## src/rtl/fifo_arb_pkg.sv

```systemverilog
// Shared defaults and the round-robin search used by the FIFO push arbiter.
// rr_next works on a fixed 8-wide vector; callers zero-extend and truncate.
package fifo_arb_pkg;

    localparam int unsigned NREQ_DEF      = 2;
    localparam int unsigned DATA_W_DEF    = 64;
    localparam int unsigned DEPTH_DEF     = 8;
    localparam int unsigned MAX_BURST_DEF = 4;
    localparam int unsigned MAX_REQ       = 8;

    // One-hot grant of the first valid requester at or above ptr, wrapping at nreq.
    function automatic logic [MAX_REQ-1:0] rr_next(
        input logic [2:0]         ptr,
        input logic [MAX_REQ-1:0] valid,
        input int unsigned        nreq
    );
        logic [MAX_REQ-1:0] grant;
        logic               found;
        int unsigned        idx;
        grant = '0;
        found = 1'b0;
        for (int unsigned i = 0; i < MAX_REQ; i++) begin
            idx = (32'(ptr) + i) % nreq;
            if (!found && i < nreq && valid[idx[2:0]]) begin
                grant[idx[2:0]] = 1'b1;
                found           = 1'b1;
            end
        end
        return grant;
    endfunction

endpackage

```

## src/rtl/fifo_push_arbiter_rr.sv

```systemverilog
// Combinational round-robin arbiter: one-hot grant searched upward from ptr.
// No grant is issued while stall is high.
module rr_arbiter
    import fifo_arb_pkg::*;
#(
    parameter int unsigned NREQ = NREQ_DEF
) (
    input  logic [NREQ-1:0]         valid,
    input  logic [$clog2(NREQ)-1:0] ptr,
    input  logic                    stall,
    output logic [NREQ-1:0]         grant
);
    localparam int unsigned PTR_W = $clog2(NREQ);

    logic [MAX_REQ-1:0] valid_ext;
    logic [2:0]         ptr_ext;

    always_comb begin
        valid_ext             = '0;
        valid_ext[NREQ-1:0]   = valid;
        ptr_ext               = '0;
        ptr_ext[PTR_W-1:0]    = ptr;
        grant                 = stall ? '0 : NREQ'(rr_next(ptr_ext, valid_ext, NREQ));
    end

endmodule

```

## src/rtl/fifo_push_arbiter.sv

```systemverilog
// Round-robin push arbiter with burst cap in front of a DEPTH-entry shift FIFO.
// Registers the FIFO shift enable/data and tracks the fill level.
module fifo_push_arbiter
    import fifo_arb_pkg::*;
#(
    parameter int unsigned NREQ      = NREQ_DEF,
    parameter int unsigned DATA_W    = DATA_W_DEF,
    parameter int unsigned DEPTH     = DEPTH_DEF,
    parameter int unsigned MAX_BURST = MAX_BURST_DEF
) (
    input  logic                       clk,
    input  logic                       rst_n,
    input  logic [NREQ-1:0]            req_valid,
    input  logic [NREQ*DATA_W-1:0]     req_data,
    output logic [NREQ-1:0]            req_ready,
    input  logic                       stall,
    input  logic                       flush,
    output logic                       fifo_en,
    output logic [DATA_W-1:0]          fifo_d,
    output logic [$clog2(NREQ)-1:0]    grant_id,
    output logic [$clog2(DEPTH+1)-1:0] fill_level,
    output logic                       q_valid
);
    localparam int unsigned PTR_W   = $clog2(NREQ);
    localparam int unsigned FILL_W  = $clog2(DEPTH+1);
    localparam int unsigned BURST_W = $clog2(MAX_BURST+1);

    logic [PTR_W-1:0]   ptr_q, ptr_d;
    logic [BURST_W-1:0] burst_q, burst_d, burst_inc;
    logic               fifo_en_q, fifo_en_d;
    logic [DATA_W-1:0]  fifo_d_q, fifo_d_d;
    logic [PTR_W-1:0]   grant_id_q, grant_id_d;
    logic [FILL_W-1:0]  fill_q, fill_d;
    logic               q_valid_q, q_valid_d;

    logic               accept;
    logic               other_valid;
    logic [PTR_W-1:0]   g_idx;
    logic [DATA_W-1:0]  acc_data;

    rr_arbiter #(
        .NREQ (NREQ)
    ) u_rr (
        .valid (req_valid),
        .ptr   (ptr_q),
        .stall (stall),
        .grant (req_ready)
    );

    always_comb begin
        g_idx    = '0;
        acc_data = '0;
        for (int unsigned i = 0; i < NREQ; i++) begin
            if (req_ready[i]) begin
                g_idx    = PTR_W'(i);
                acc_data = req_data[i*DATA_W +: DATA_W];
            end
        end
        accept      = |(req_valid & req_ready);
        other_valid = |(req_valid & ~req_ready);
    end

    // Burst count only accumulates while someone else is waiting; hitting the cap
    // hands the pointer to the next requester and clears the count.
    always_comb begin
        ptr_d     = ptr_q;
        burst_d   = burst_q;
        burst_inc = (g_idx == grant_id_q && other_valid) ? burst_q + 1'b1 : BURST_W'(1);
        if (accept) begin
            if (burst_inc >= BURST_W'(MAX_BURST)) begin
                ptr_d   = (g_idx == PTR_W'(NREQ-1)) ? '0 : g_idx + 1'b1;
                burst_d = '0;
            end else begin
                ptr_d   = g_idx;
                burst_d = burst_inc;
            end
        end
    end

    always_comb begin
        fifo_en_d  = accept;
        fifo_d_d   = accept ? acc_data : fifo_d_q;
        grant_id_d = accept ? g_idx : grant_id_q;
        fill_d     = fill_q;
        if (flush) begin
            fill_d = '0;
        end else if (fifo_en_q && fill_q != FILL_W'(DEPTH)) begin
            fill_d = fill_q + 1'b1;
        end
        q_valid_d  = (fill_d == FILL_W'(DEPTH));
    end

    always_ff @(posedge clk or negedge rst_n) begin
        if (!rst_n) begin
            ptr_q      <= '0;
            burst_q    <= '0;
            fifo_en_q  <= 1'b0;
            fifo_d_q   <= '0;
            grant_id_q <= '0;
            fill_q     <= '0;
            q_valid_q  <= 1'b0;
        end else begin
            ptr_q      <= ptr_d;
            burst_q    <= burst_d;
            fifo_en_q  <= fifo_en_d;
            fifo_d_q   <= fifo_d_d;
            grant_id_q <= grant_id_d;
            fill_q     <= fill_d;
            q_valid_q  <= q_valid_d;
        end
    end

    assign fifo_en    = fifo_en_q;
    assign fifo_d     = fifo_d_q;
    assign grant_id   = grant_id_q;
    assign fill_level = fill_q;
    assign q_valid    = q_valid_q;

endmodule
```

## config.mk

```make
export PLATFORM = sky130hd
export DESIGN_NAME = fifo_push_arbiter
export DESIGN_NICKNAME = d
export VERILOG_FILES = /design/src/rtl/fifo_arb_pkg.sv /design/src/rtl/fifo_push_arbiter_rr.sv /design/src/rtl/fifo_push_arbiter.sv
export SDC_FILE = /design/constraint.sdc
export NUM_CORES = 1
export LEC_CHECK = 0
export BUFFER_PORTS_ARGS = -buffer_cell sky130_fd_sc_hd__buf_2
export CAP_MARGIN = 25
export CELL_PAD_IN_SITES_DETAIL_PLACEMENT = 0
export CELL_PAD_IN_SITES_GLOBAL_PLACEMENT = 2
export CORE_MARGIN = 5
export CORE_UTILIZATION = 24
export CTS_BUF_LIST = sky130_fd_sc_hd__clkbuf_4 sky130_fd_sc_hd__clkbuf_8
export CTS_CLUSTER_DIAMETER = 80
export DETAILED_ROUTE_END_ITERATION = 16
export GPL_TIMING_DRIVEN = 0
export HOLD_SLACK_MARGIN = 0.05
export PLACE_DENSITY = 0.86
export SYNTH_ARGS = -nofsm -noshare
export SYNTH_HDL_FRONTEND = slang
export SYNTH_HIERARCHICAL = 1
export SYNTH_SLANG_ARGS = --single-unit
```

## constraint.sdc

```tcl
create_clock -name clk -period 2 [get_ports clk]
set_input_delay 0.4 -clock clk [delete_from_list [all_inputs] [get_ports clk]]
set_output_delay 0.4 -clock clk [all_outputs]
set_load 0.01 [all_outputs]
```

==> flow_summary.yaml <==
finish:
  utilization_pct: 35.6
  fillers: 1503
  final_area_um2: 4950
  drive_gt1_share_pct: 44.3
  fin_nets: 708
  mostFrequentLayoutCell: "buf_2"
  syn_to_final_growth_pct: 45.7
  final_cells: 756
  diodes: 0
  mostFrequentLayoutCells: "buf_2, nor2_1, dfrtp_1, a221oi_1, clkbuf_8"
clocking:
  clock-root-buffer: "clkbuf_8"
  htree_levels: 3
  cts_tree: "done"
  clockBufferDepth: 2
  clock-sinks: 75
  worstSkewPairLatency_ps: 350
  cts-buffers-inserted: 9
  clk_pin_slew_ps: 80
critical_path:
  critical_path_arrival_ps: 2080
  max_stage_delay_ps: 430
  critPathCaptureType: "register"
  slowest_stage: "dfrtp_1"
  worstSetupPathType: "reg -> reg"
  r2r_setup_slack_ps: 150
  worstPathMaxFanout: 10
  cp.required_ps: 2230
  startpoint_type: "register"
  path_cells: "a211oi_4 > a22oi_2 > buf_4 > buf_2 > a221oi_1 > nor2_1"
global_routing:
  grt-ovfl-total: 0
  grt_pass1_vias: 3754
  grt_max_degree: 70
  antenna_found_initial: 1
  grt_use_total_pct: 14.4
  grt_first_pass_wirelength_um: 18800
power:
  peakVddDrop_mv: 0.294
  p_total_mw: 4.57
  pwr_density_cell_nw_per_um2: 924
  total_leakage_power_nw: 2.50
die:
  die_area_um2: 16600
  io-pin-count: 207
  start_util_pct: 24.5
  coreArea_um2: 13900
  fp.dieH_um: 129
  row_count: 43
  dieWidth_um: 129
place:
  dp_cells: 736
  place_area_um2: 4680
  gp_congestion: 0.802
  place_hpwl_um: 9360
  port_buffers: 206
detailed_routing:
  drc: 0
  dr.first_iter.drc_count: 161
  vias: 3524
  drt-pass1-iter-count: 4
  wl_per_cell_um: 15.8
  viasPerCell: 4.66
  totalWireLength_um: 12000
  ant_nets: 0
logic_synthesis:
  synth_area_um2: 3400
  yosys.area.top_type_share_pct: 55.2
  ys_seq_elements: 75
  ys_warn_count: 6
  synth_edf_count: 0
  synth_top_area_cell: "dfrtp_1"
  synth_area_leaders: "dfrtp_1, a221oi_1, nor2_1"
  syn-num-nets: 486
  synth_cell_types: 36
  synth_seq_area_share_pct: 55.2
  ys_async_sr_fraction_pct: 100
  synth.avg_cell_area_um2: 9.73
  synthCells: 349
  synth_ff_type: "dfrtp_1"
run_status:
  status: "completed"
timing:
  finClkSkew_ps: 6.54
  post-route-min-period_ps: 1850
  worstMarginPinSlew_ps: 481
  fin_setup_tns_ps: 0
  setup_violations: 0
  rsz0062_at_grt: "false"
  max_slew_margin_pct: 68.0
  max_freq_mhz: 540
  finalMaxSlewViolations: 0
  fin_crit_sh_pct: 92.5
  finalHoldViolations: 0
worst_hold_path:
  hp-class: "in -> reg"
run:
  maxCapViolations: 0
-- repair_timing --
action	4_1_cts	5_1_grt
setup buffers	0	4
endpoints found under the hold margin	6	0
hold buffers	1	0
gates resized for setup	7	13
setup endpoints to repair	52	50
pin swaps	1	1
-- cell type report --
| class | count | area, um2 | area share (%) |
|---|---|---|---|
| inverter | 8 | 32.5 | 0.657 |
| timing repair buffer | 212 | 1100 | 22.3 |
| buffer | 28 | 144 | 2.91 |
| clock inverter | 1 | 5.00 | 0.101 |
| clock buffer | 15 | 194 | 3.92 |
| tap | 180 | 225 | 4.55 |
| multi-input combinational | 237 | 1370 | 27.7 |
| sequential | 75 | 1880 | 37.9 |
-- layer usage --
layer  track usage (%)  vias up  wire length, um
li1                  -     1698                -
met1              17.0     1662             5020
met2              24.5      143             5710
met3              4.40       19             1020
met4              5.87        2              231
met5                 0        -               11
-- stage by stage --
step	hold slack, ps	setup WS, ps
finish	248	150
floorplan	104	206
global placement	466	-370
global route	231	3.22
detailed placement	232	-421
CTS	225	0.921
-- cell usage after synthesis, types with 2 or more instances --
| cell | count |
|---|---|
| nand2_1 | 9 |
| clkbuf_1 | 17 |
| nand3_1 | 2 |
| buf_2 | 10 |
| nor2b_1 | 3 |
| inv_1 | 5 |
| o211ai_1 | 2 |
| a221oi_1 | 63 |
| a21oi_1 | 3 |
| ha_1 | 3 |
| dfrtp_1 | 75 |
| nand4_1 | 2 |
| o21ai_0 | 2 |
| nand3b_1 | 2 |
| inv_2 | 2 |
| nor2_1 | 129 |
-- registers in the layout (all words and copies together) (netlist names) --
signal / flops
burst_q: 3
fifo_d: 64
fifo_en: 1
fill_level: 4
grant_id: 1
ptr_q: 1
q_valid: 1
-- worst paths after layout --
check,to,from,cells after the start
setup / recovery,fifo_d[46],ptr_q,6
hold / removal,fill_level[0],flush,2
setup reg to reg,fifo_d[46],ptr_q,6
hold reg to reg,burst_q[1],burst_q[1],2
max in group asynchronous,fifo_d[32],rst_n,3
min in group asynchronous,fifo_d[0],rst_n,2
-- power by group --
part / leakage, nW / total, mW / switching (mW) / internal [mW]
sequential: 0.891 / 2.05 / 0.185 / 1.86
clock: 0.107 / 1.17 / 0.557 / 0.614
combinational: 1.50 / 1.36 / 0.760 / 0.595
total: 2.50 / 4.57 / 1.50 / 3.07
-- cell families after synthesis --
group / after synthesis / synth area share [%]
buffers and inverters: 37 / 4.64
AO/OA/AOI/OAI: 79 / 20.1
XOR/XNOR: 1 / 0.258
adder cells (fa/ha/maj): 3 / 1.11
multiplexers: 1 / 0.295
flip-flops: 75 / 55.2
AND/OR/NAND/NOR: 153 / 18.3
-- worst max-delay path: cells and delay by family, from the launching register on --
family | cells | cell delay (ps)
AO/OA/AOI/OAI | 3 | 810
AND/OR/NAND/NOR | 1 | 70
flip-flops | 1 | 430
buffers and inverters | 2 | 410
Power figures use the tool's default switching activity.
